<file path="src/rtl/mbscore_mem_arbiter_pkg.sv">
// rtl/mbscore_mem_arbiter_pkg.sv - shared constants for the MBScore memory arbiter
package mbscore_mem_arbiter_pkg;

  localparam int MBS_DATA_WIDTH = 32;

  typedef enum logic [1:0] {
    ARB_IDLE = 2'd0,
    ARB_BUSY = 2'd1,
    ARB_DONE = 2'd2
  } arb_state_e;

  localparam logic OWN_IF = 1'b0;
  localparam logic OWN_DM = 1'b1;

endpackage

</file>
<file path="src/rtl/mbscore_arb_pick.sv">
// rtl/mbscore_arb_pick.sv - 2-way fetch/data picker; MBSCORE_MEM_ARB_RR_EN selects round-robin ties
module mbscore_arb_pick
  import mbscore_mem_arbiter_pkg::*;
(
  input  logic if_req_i,
  input  logic dm_req_i,
  input  logic last_own_i,
  output logic any_o,
  output logic win_o
);

  assign any_o = if_req_i | dm_req_i;

`ifdef MBSCORE_MEM_ARB_RR_EN
  // On a tie the port that did not own the previous transaction wins
  always_comb begin
    win_o = dm_req_i ? OWN_DM : OWN_IF;
    if (if_req_i && dm_req_i) begin
      win_o = ~last_own_i;
    end
  end
`else
  logic unused_last_own;
  assign unused_last_own = last_own_i;
  assign win_o = dm_req_i ? OWN_DM : OWN_IF;
`endif

endmodule

</file>
<file path="src/rtl/mbscore_mem_arbiter.sv">
// rtl/mbscore_mem_arbiter.sv - IF/MEM arbiter for a single-ported variable-latency memory
// Optional round-robin tie-break: define MBSCORE_MEM_ARB_RR_EN.
module mbscore_mem_arbiter
  import mbscore_mem_arbiter_pkg::*;
#(
  parameter int ADDR_WIDTH = 32,
  parameter int DATA_WIDTH = MBS_DATA_WIDTH
) (
  input  logic                    clk,
  input  logic                    rst,
  input  logic                    if_req_i,
  input  logic [ADDR_WIDTH-1:0]   if_addr_i,
  output logic                    if_gnt_o,
  output logic [DATA_WIDTH-1:0]   if_rdata_o,
  output logic                    if_done_o,
  input  logic                    dm_req_i,
  input  logic                    dm_we_i,
  input  logic [DATA_WIDTH/8-1:0] dm_be_i,
  input  logic [ADDR_WIDTH-1:0]   dm_addr_i,
  input  logic [DATA_WIDTH-1:0]   dm_wdata_i,
  output logic                    dm_gnt_o,
  output logic [DATA_WIDTH-1:0]   dm_rdata_o,
  output logic                    dm_done_o,
  output logic                    mem_req_o,
  output logic                    mem_we_o,
  output logic [DATA_WIDTH/8-1:0] mem_be_o,
  output logic [ADDR_WIDTH-1:0]   mem_addr_o,
  output logic [DATA_WIDTH-1:0]   mem_wdata_o,
  input  logic [DATA_WIDTH-1:0]   mem_rdata_i,
  input  logic                    mem_ready_i,
  output logic                    busy_o
);

  localparam int BE_W = DATA_WIDTH / 8;

  arb_state_e            state_q, state_d;
  logic                  mem_req_q, mem_req_d;
  logic                  mem_we_q, mem_we_d;
  logic [BE_W-1:0]       mem_be_q, mem_be_d;
  logic [ADDR_WIDTH-1:0] mem_addr_q, mem_addr_d;
  logic [DATA_WIDTH-1:0] mem_wdata_q, mem_wdata_d;
  logic                  if_gnt_q, if_gnt_d;
  logic                  dm_gnt_q, dm_gnt_d;
  logic                  if_done_q, if_done_d;
  logic                  dm_done_q, dm_done_d;
  logic [DATA_WIDTH-1:0] if_rdata_q, if_rdata_d;
  logic [DATA_WIDTH-1:0] dm_rdata_q, dm_rdata_d;
  logic                  busy_q, busy_d;

  logic any_req;
  logic win;
  logic last_own;

  mbscore_arb_pick u_pick (
    .if_req_i   (if_req_i),
    .dm_req_i   (dm_req_i),
    .last_own_i (last_own),
    .any_o      (any_req),
    .win_o      (win)
  );

`ifdef MBSCORE_MEM_ARB_RR_EN
  logic last_own_q;
  always_ff @(posedge clk or posedge rst) begin
    if (rst) begin
      last_own_q <= OWN_IF;
    end else if (state_q == ARB_IDLE && any_req) begin
      last_own_q <= win;
    end
  end
  assign last_own = last_own_q;
`else
  assign last_own = OWN_IF;
`endif

  always_comb begin
    state_d     = state_q;
    mem_req_d   = mem_req_q;
    mem_we_d    = mem_we_q;
    mem_be_d    = mem_be_q;
    mem_addr_d  = mem_addr_q;
    mem_wdata_d = mem_wdata_q;
    if_gnt_d    = if_gnt_q;
    dm_gnt_d    = dm_gnt_q;
    if_done_d   = 1'b0;
    dm_done_d   = 1'b0;
    if_rdata_d  = if_rdata_q;
    dm_rdata_d  = dm_rdata_q;
    case (state_q)
      ARB_IDLE: begin
        if (any_req) begin
          state_d   = ARB_BUSY;
          mem_req_d = 1'b1;
          if (win == OWN_DM) begin
            dm_gnt_d    = 1'b1;
            mem_we_d    = dm_we_i;
            mem_be_d    = dm_be_i;
            mem_addr_d  = dm_addr_i;
            mem_wdata_d = dm_wdata_i;
          end else begin
            if_gnt_d    = 1'b1;
            mem_we_d    = 1'b0;
            mem_be_d    = '1;
            mem_addr_d  = if_addr_i;
            mem_wdata_d = '0;
          end
        end
      end
      ARB_BUSY: begin
        // Memory fields stay frozen until the access completes
        if (mem_ready_i) begin
          state_d   = ARB_DONE;
          mem_req_d = 1'b0;
          if (dm_gnt_q) begin
            dm_done_d = 1'b1;
            if (!mem_we_q) begin
              dm_rdata_d = mem_rdata_i;
            end
          end else begin
            if_done_d  = 1'b1;
            if_rdata_d = mem_rdata_i;
          end
        end
      end
      ARB_DONE: begin
        state_d  = ARB_IDLE;
        if_gnt_d = 1'b0;
        dm_gnt_d = 1'b0;
      end
      default: begin
        state_d   = ARB_IDLE;
        mem_req_d = 1'b0;
        if_gnt_d  = 1'b0;
        dm_gnt_d  = 1'b0;
      end
    endcase
    busy_d = (state_d != ARB_IDLE);
  end

  always_ff @(posedge clk or posedge rst) begin
    if (rst) begin
      state_q     <= ARB_IDLE;
      mem_req_q   <= 1'b0;
      mem_we_q    <= 1'b0;
      mem_be_q    <= '0;
      mem_addr_q  <= '0;
      mem_wdata_q <= '0;
      if_gnt_q    <= 1'b0;
      dm_gnt_q    <= 1'b0;
      if_done_q   <= 1'b0;
      dm_done_q   <= 1'b0;
      if_rdata_q  <= '0;
      dm_rdata_q  <= '0;
      busy_q      <= 1'b0;
    end else begin
      state_q     <= state_d;
      mem_req_q   <= mem_req_d;
      mem_we_q    <= mem_we_d;
      mem_be_q    <= mem_be_d;
      mem_addr_q  <= mem_addr_d;
      mem_wdata_q <= mem_wdata_d;
      if_gnt_q    <= if_gnt_d;
      dm_gnt_q    <= dm_gnt_d;
      if_done_q   <= if_done_d;
      dm_done_q   <= dm_done_d;
      if_rdata_q  <= if_rdata_d;
      dm_rdata_q  <= dm_rdata_d;
      busy_q      <= busy_d;
    end
  end

  assign if_gnt_o    = if_gnt_q;
  assign if_rdata_o  = if_rdata_q;
  assign if_done_o   = if_done_q;
  assign dm_gnt_o    = dm_gnt_q;
  assign dm_rdata_o  = dm_rdata_q;
  assign dm_done_o   = dm_done_q;
  assign mem_req_o   = mem_req_q;
  assign mem_we_o    = mem_we_q;
  assign mem_be_o    = mem_be_q;
  assign mem_addr_o  = mem_addr_q;
  assign mem_wdata_o = mem_wdata_q;
  assign busy_o      = busy_q;

endmodule

</file>
<file path="config.mk">
export PLATFORM = sky130hd
export DESIGN_NAME = mbscore_mem_arbiter
export DESIGN_NICKNAME = d
export VERILOG_FILES = /design/src/rtl/mbscore_mem_arbiter_pkg.sv /design/src/rtl/mbscore_arb_pick.sv /design/src/rtl/mbscore_mem_arbiter.sv
export SDC_FILE = /design/constraint.sdc
export NUM_CORES = 1
export LEC_CHECK = 0
export BUFFER_PORTS_ARGS = -buffer_cell sky130_fd_sc_hd__buf_4
export CORE_ASPECT_RATIO = 0.6
export CORE_UTILIZATION = 46
export DETAILED_ROUTE_END_ITERATION = 10
export PLACE_DENSITY = 0.8
export SLEW_MARGIN = 15
export SYNTH_ARGS = -nofsm -noshare
export SYNTH_HDL_FRONTEND = slang
export SYNTH_SLANG_ARGS = --single-unit
</file>
<file path="constraint.sdc">
create_clock -name clk -period 5.8 [get_ports clk]
set_input_delay 1.16 -clock clk [delete_from_list [all_inputs] [get_ports clk]]
set_output_delay 1.16 -clock clk [all_outputs]
set_load 0.02 [all_outputs]
</file>
Word-level counts from Yosys, hierarchy flattened
Cells that the tools add are included.
Operators by class
  multiplexer cells: 23
  reduce and logical (&&, ||, !) cells: 8
  eq/ne operators: 6
  bitwise operators: 5
Operators with widths (number)
  $mux W32: 2
  $mux W1: 14
  $reduce_and A3 Y1: 4
  $ne A2 B2 Y1 const B: 3
  $mux W2: 2
  $mux W4: 1
  $not A1 Y1: 4
  $pmux W1 S2: 2
  $pmux W2 S2: 1
  $reduce_and A4 Y1: 1
  $pmux W1 S3: 1
  $eq A2 B1 Y1 const B: 1
  $eq A2 B2 Y1 const B: 1
  $logic_not A2 Y1: 1
  $ne A2 B1 Y1 const B: 1
  $reduce_and A2 Y1: 1
  $reduce_bool A2 Y1: 1
  $or A1 B1 Y1: 1
Storage, ports and cells
  bits of input ports: 138
  bits in registers: 141
  word-level logic and storage cells: 55
  output and inout port bits: 139

Longest topological paths before layout
  depth in word-level cells: 4
  depth in mapped cells: 6
  mapped depth without buffers: 3

Hierarchy
Synthesis repeated with hierarchy kept, for this count alone.
Unflattened totals
  cell total of the unflattened synthesis: 466
  area total of the unflattened synthesis: 5647.9 um^2
Modules (own cells, without submodules)
  mbscore_mem_arbiter: seq. area each 3528.4 um^2, area each 5634.2 um^2, cells each 464, instances 1
  mbscore_arb_pick: seq. area each 0.0 um^2, area each 13.8 um^2, cells each 2, instances 1

Worst setup path before layout
OpenSTA, ideal clock, no wires.
  kind: input to register
  start point: input port dm_req_i
  end point: register mem_addr_q[10] (netlist: mem_addr_o[10])
  path slack: 3422 ps
  data required time: 5675 ps
  buffers on the path: 2
  stages: 4
  library setup time: 125 ps
  data arrival time: 2253 ps
  cell sequence: buf_4 -> clkbuf_1 -> mux2_2 -> mux2_2
On the way
  word-level cells in the longest chain between the ends: 2
  elaborated cells on any way between the ends: 4
  classes of those cells: mux (2); bitwise (1); reduce/logical (1)
RTL lines
  start: declaration: line mbscore_mem_arbiter.sv:16  | input logic dm_req_i,
  $mux W1 / $or A1 B1 Y1 (equally long branches): line mbscore_arb_pick.sv:25, mbscore_arb_pick.sv:12
  $mux W32 / $reduce_and A2 Y1 (equally long branches)
  end signal: assignment: line mbscore_mem_arbiter.sv:160  | mem_addr_q <= mem_addr_d;
  end: declaration: line mbscore_mem_arbiter.sv:40  | logic [ADDR_WIDTH-1:0] mem_addr_q, mem_addr_d;
Several ways; a longest one is shown, not always the timed one.
A chain may end at the register's enable or synchronous reset.

Worst setup path after layout
  start point: input port dm_req_i
  end point: register mem_wdata_q[21] (netlist: mem_wdata_o[21])
On the way
  word-level cells in the longest chain between the ends: 2
  elaborated cells on any way between the ends: 4
  classes of those cells: mux (2); bitwise (1); reduce/logical (1)
RTL lines
  $mux W1 / $or A1 B1 Y1 (equally long branches): line mbscore_arb_pick.sv:25, mbscore_arb_pick.sv:12
  $mux W32 / $reduce_and A2 Y1 (equally long branches)
  end signal: assignment: line mbscore_mem_arbiter.sv:161  | mem_wdata_q <= mem_wdata_d;
  end: declaration: line mbscore_mem_arbiter.sv:41  | logic [DATA_WIDTH-1:0] mem_wdata_q, mem_wdata_d;
Several ways; a longest one is shown, not always the timed one.

==> impl_metrics.tcl <==
set metrics [dict create \
    status "complete, no violations" \
    fin_crit_sh 0.4210 \
    met1_length_um 5487 \
    cts_tree "yes" \
    die-area_sq_mm 0.01262 \
    syn-num-nets 489 \
    relSlewSlack 0.2304 \
    r2r_end "mem_wdata_o[21]$_DFFE_PP0P_" \
    cts_resized 0 \
    timing.hold.worst.class "flop to flop" \
    drt_iter0_drc 140 \
    postSynthAreaPerCell_sq_um 15.94 \
    final.hold.worst_slack_ns 0.5000 \
    cts_setup_buffers 0 \
    yosys.area.top_type_share 0.6307 \
    num_io_pins 277 \
    grt_max_degree 95 \
    top_layer "met4" \
    ir_drop_mv 0.3268 \
    reg2reg_depth 3 \
    finalWeightedCongestion 0.7241 \
    postLayoutCellArea_sq_mm 0.008346 \
    async_flop_share 1.000 \
    wl_met2_um 7332 \
    layout-drive-gt1-share 0.6931 \
    arrival_ns 2.78 \
    postRouteAntennaNets 0 \
    die_height_um 87.42 \
    dominantRegCellSynth "sky130_fd_sc_hd__dfrtp_1" \
    worst_skew_pair.late_latency_ns 0.41 \
    htreeDepth 4 \
    design.core.area_sq_mm 0.01156 \
    grt_first_pass_wirelength_um 21610 \
    tritoncts_num_sinks 141 \
    crit_path_start_kind "primary input" \
    clk_pin_slew_worst_paths_ns 0.06 \
    cells_on_worst_hold_path 1 \
    synth_cell_types 24 \
    nets_finish 767 \
    postPlaceCellArea_sq_mm 0.007752 \
    cts.root.buffer_cell "sky130_fd_sc_hd__clkbuf_16" \
    place.detailed.hpwl_um 10380 \
    gr_util_all_layers 0.2290 \
    post_synth_most_frequent_cells "sky130_fd_sc_hd__dfrtp_1, sky130_fd_sc_hd__mux2_2, sky130_fd_sc_hd__a22o_1" \
    dr.pass1.iters 4 \
    die_w_um 144.4 \
    starting_density_of_the_core 0.4839 \
    dr_total_vias 3971 \
    hp-start "mem_be_o[3]$_DFFE_PP0P_" \
    post_synth_instance_area_sq_mm 0.005594 \
    ys_ff_latch 141 \
    critical_setup_path_class "primary input to flop" \
    setup.reg_to_reg.worst_slack_ns 3.75 \
    fin_crit_ns 2.442 \
    post-synth-top-count-cell "sky130_fd_sc_hd__dfrtp_1" \
    gr-total-overflow 0 \
    maxCapViolations 0 \
    power.density_mw_per_mm2 619.2 \
    area.growth.synth_to_final_pct 49.18 \
    ys_top_cells_by_area "sky130_fd_sc_hd__dfrtp_1, sky130_fd_sc_hd__mux2_2, sky130_fd_sc_hd__a22o_1" \
    holdBufCountCts 0 \
    slew_viol_final 0 \
    grt_pass1_vias 4225 \
    synth_largest_area_cell "sky130_fd_sc_hd__dfrtp_1" \
    netlist_instances 351 \
    number_of_synthesized_flops_with_an_enable_pin 0 \
    worst_ep_required_time_ns 6.14 \
    cts_made_buffers 17 \
    clockBufferDepth 2 \
    final-hold-violation-count 0 \
    detail_route.wirelength_um 14150 \
    timing.setup.tns_ns 0 \
    route.detailed.drc 0 \
    setup_viol 0 \
    grt_setup_unrepaired "false" \
    fin_clk_skew_ns 0.006490 \
    fmax_mhz 409.6 \
    worstHoldEndpoint "mem_be_o[3]$_DFFE_PP0P_" \
    worst-slew-pin-transition_ns 1.154 \
    timing.critical_path.to_type "flop" \
    synth_warnings 0 \
    critical_path.max_fanout 38 \
    wire_per_inst_um 17.64 \
    std_cell_rows 30 \
    diodes 0 \
    standby_leakage_power_nw 4.031 \
    io_port_bufs 276 \
    synth_sequential_area_ratio 0.6307 \
    rr_startpoint "state_q[1]$_DFF_PP0_" \
    met3_wirelength_um 1083 \
    grt_antenna_before_repair 0 \
    dr_vias_cell 4.951 \
]
==> placed cells by master, fill, tap and decap left out <==
cell / n
sky130_fd_sc_hd__nor3_4: 1
sky130_fd_sc_hd__clkinvlp_4: 1
sky130_fd_sc_hd__clkinv_2: 1
sky130_fd_sc_hd__nor3_1: 1
sky130_fd_sc_hd__o22a_1: 3
sky130_fd_sc_hd__inv_6: 5
sky130_fd_sc_hd__nand3b_1: 1
sky130_fd_sc_hd__o21ai_2: 1
sky130_fd_sc_hd__bufinv_16: 1
sky130_fd_sc_hd__nand2b_1: 1
sky130_fd_sc_hd__clkbuf_8: 1
sky130_fd_sc_hd__inv_8: 3
sky130_fd_sc_hd__mux2_1: 2
sky130_fd_sc_hd__o21a_1: 2
sky130_fd_sc_hd__clkinv_4: 3
sky130_fd_sc_hd__nor2_1: 3
sky130_fd_sc_hd__a21oi_1: 1
sky130_fd_sc_hd__nand2_1: 4
sky130_fd_sc_hd__nor4_4: 1
sky130_fd_sc_hd__mux2_2: 126
sky130_fd_sc_hd__a22o_1: 33
sky130_fd_sc_hd__inv_1: 1
sky130_fd_sc_hd__clkbuf_16: 17
sky130_fd_sc_hd__buf_4: 281
sky130_fd_sc_hd__and2_1: 1
sky130_fd_sc_hd__o21ai_0: 3
sky130_fd_sc_hd__nand2_2: 1
sky130_fd_sc_hd__dfrtp_1: 141
sky130_fd_sc_hd__nor2_2: 1
sky130_fd_sc_hd__clkinv_8: 1
==> worst max-delay path, cell delays in order <==
cell	delay, ns
sky130_fd_sc_hd__buf_4	0.38
sky130_fd_sc_hd__and2_1	0.97
sky130_fd_sc_hd__a22o_1	0.26
==> metrics by stage <==
step | instances | setup slack (ns) | util | power [mW]
CTS | 802 | 3.349 | 0.7219 | 5.223
floorplan | 351 | 0.8588 | - | 3.079
global route | 802 | 3.230 | 0.7219 | 5.422
global placement | 770 | 3.047 | 0.6706 | 4.042
finish | 802 | 3.358 | 0.7219 | 5.168
detailed placement | 770 | 2.916 | 0.6706 | 4.134
==> flip-flops by register name, summed over array words and instances (netlist names) <==
name         flops
dm_rdata_o      32
mem_wdata_o     32
if_rdata_o      32
if_gnt_o         1
mem_addr_o      32
dm_done_o        1
if_done_o        1
busy_o           1
state_q          2
mem_be_o         4
dm_gnt_o         1
mem_req_o        1
mem_we_o         1
==> cell type report <==
type	instances	area, sq um
Multi-Input combinational cell	186	1902
Clock inverter	14	153.9
Timing Repair Buffer	281	2110
Inverter	2	12.51
Clock buffer	18	439.2
Sequential cell	141	3528
Fill cell	794	3216
Tap cell	160	200.2
==> cell families (layout without fill, tap and decap cells) <==
family,Yosys count,in the layout,synth area share
flip-flops,141,141,0.6307
buffers and inverters,24,315,0.02930
multiplexers,128,128,0.2577
AND/OR/NAND/NOR,15,15,0.01812
AO/OA/AOI/OAI,43,43,0.06419
==> routing by layer <==
| metal | up-vias | track usage |
|---|---|---|
| li1 | 1836 | - |
| met1 | 1953 | 0.2584 |
| met2 | 160 | 0.4060 |
| met3 | 22 | 0.07477 |
| met4 | 0 | 0.08708 |
| met5 | - | 0 |
==> worst max-delay path by stage <==
stage,cells past startpoint,from,end,slack [ns]
2_1_floorplan,1,rst,busy_o$_DFF_PP0_,0.86
4_1_cts,3,dm_req_i,mem_wdata_o[21]$_DFFE_PP0P_,3.35
5_1_grt,3,dm_req_i,mem_wdata_o[14]$_DFFE_PP0P_,3.23
3_5_place_dp,3,dm_req_i,mem_wdata_o[14]$_DFFE_PP0P_,2.92
3_3_place_gp,3,dm_req_i,mem_wdata_o[5]$_DFFE_PP0P_,3.05
6_report,3,dm_req_i,mem_wdata_o[21]$_DFFE_PP0P_,3.36
==> power breakdown <==
part	total [mW]	switching [mW]	internal [mW]
logic	2.32	1.19	1.13
clock network	1.07	0.450	0.620
registers	1.78	0.301	1.48
total	5.17	1.94	3.23
Power figures use the tool's default switching activity.
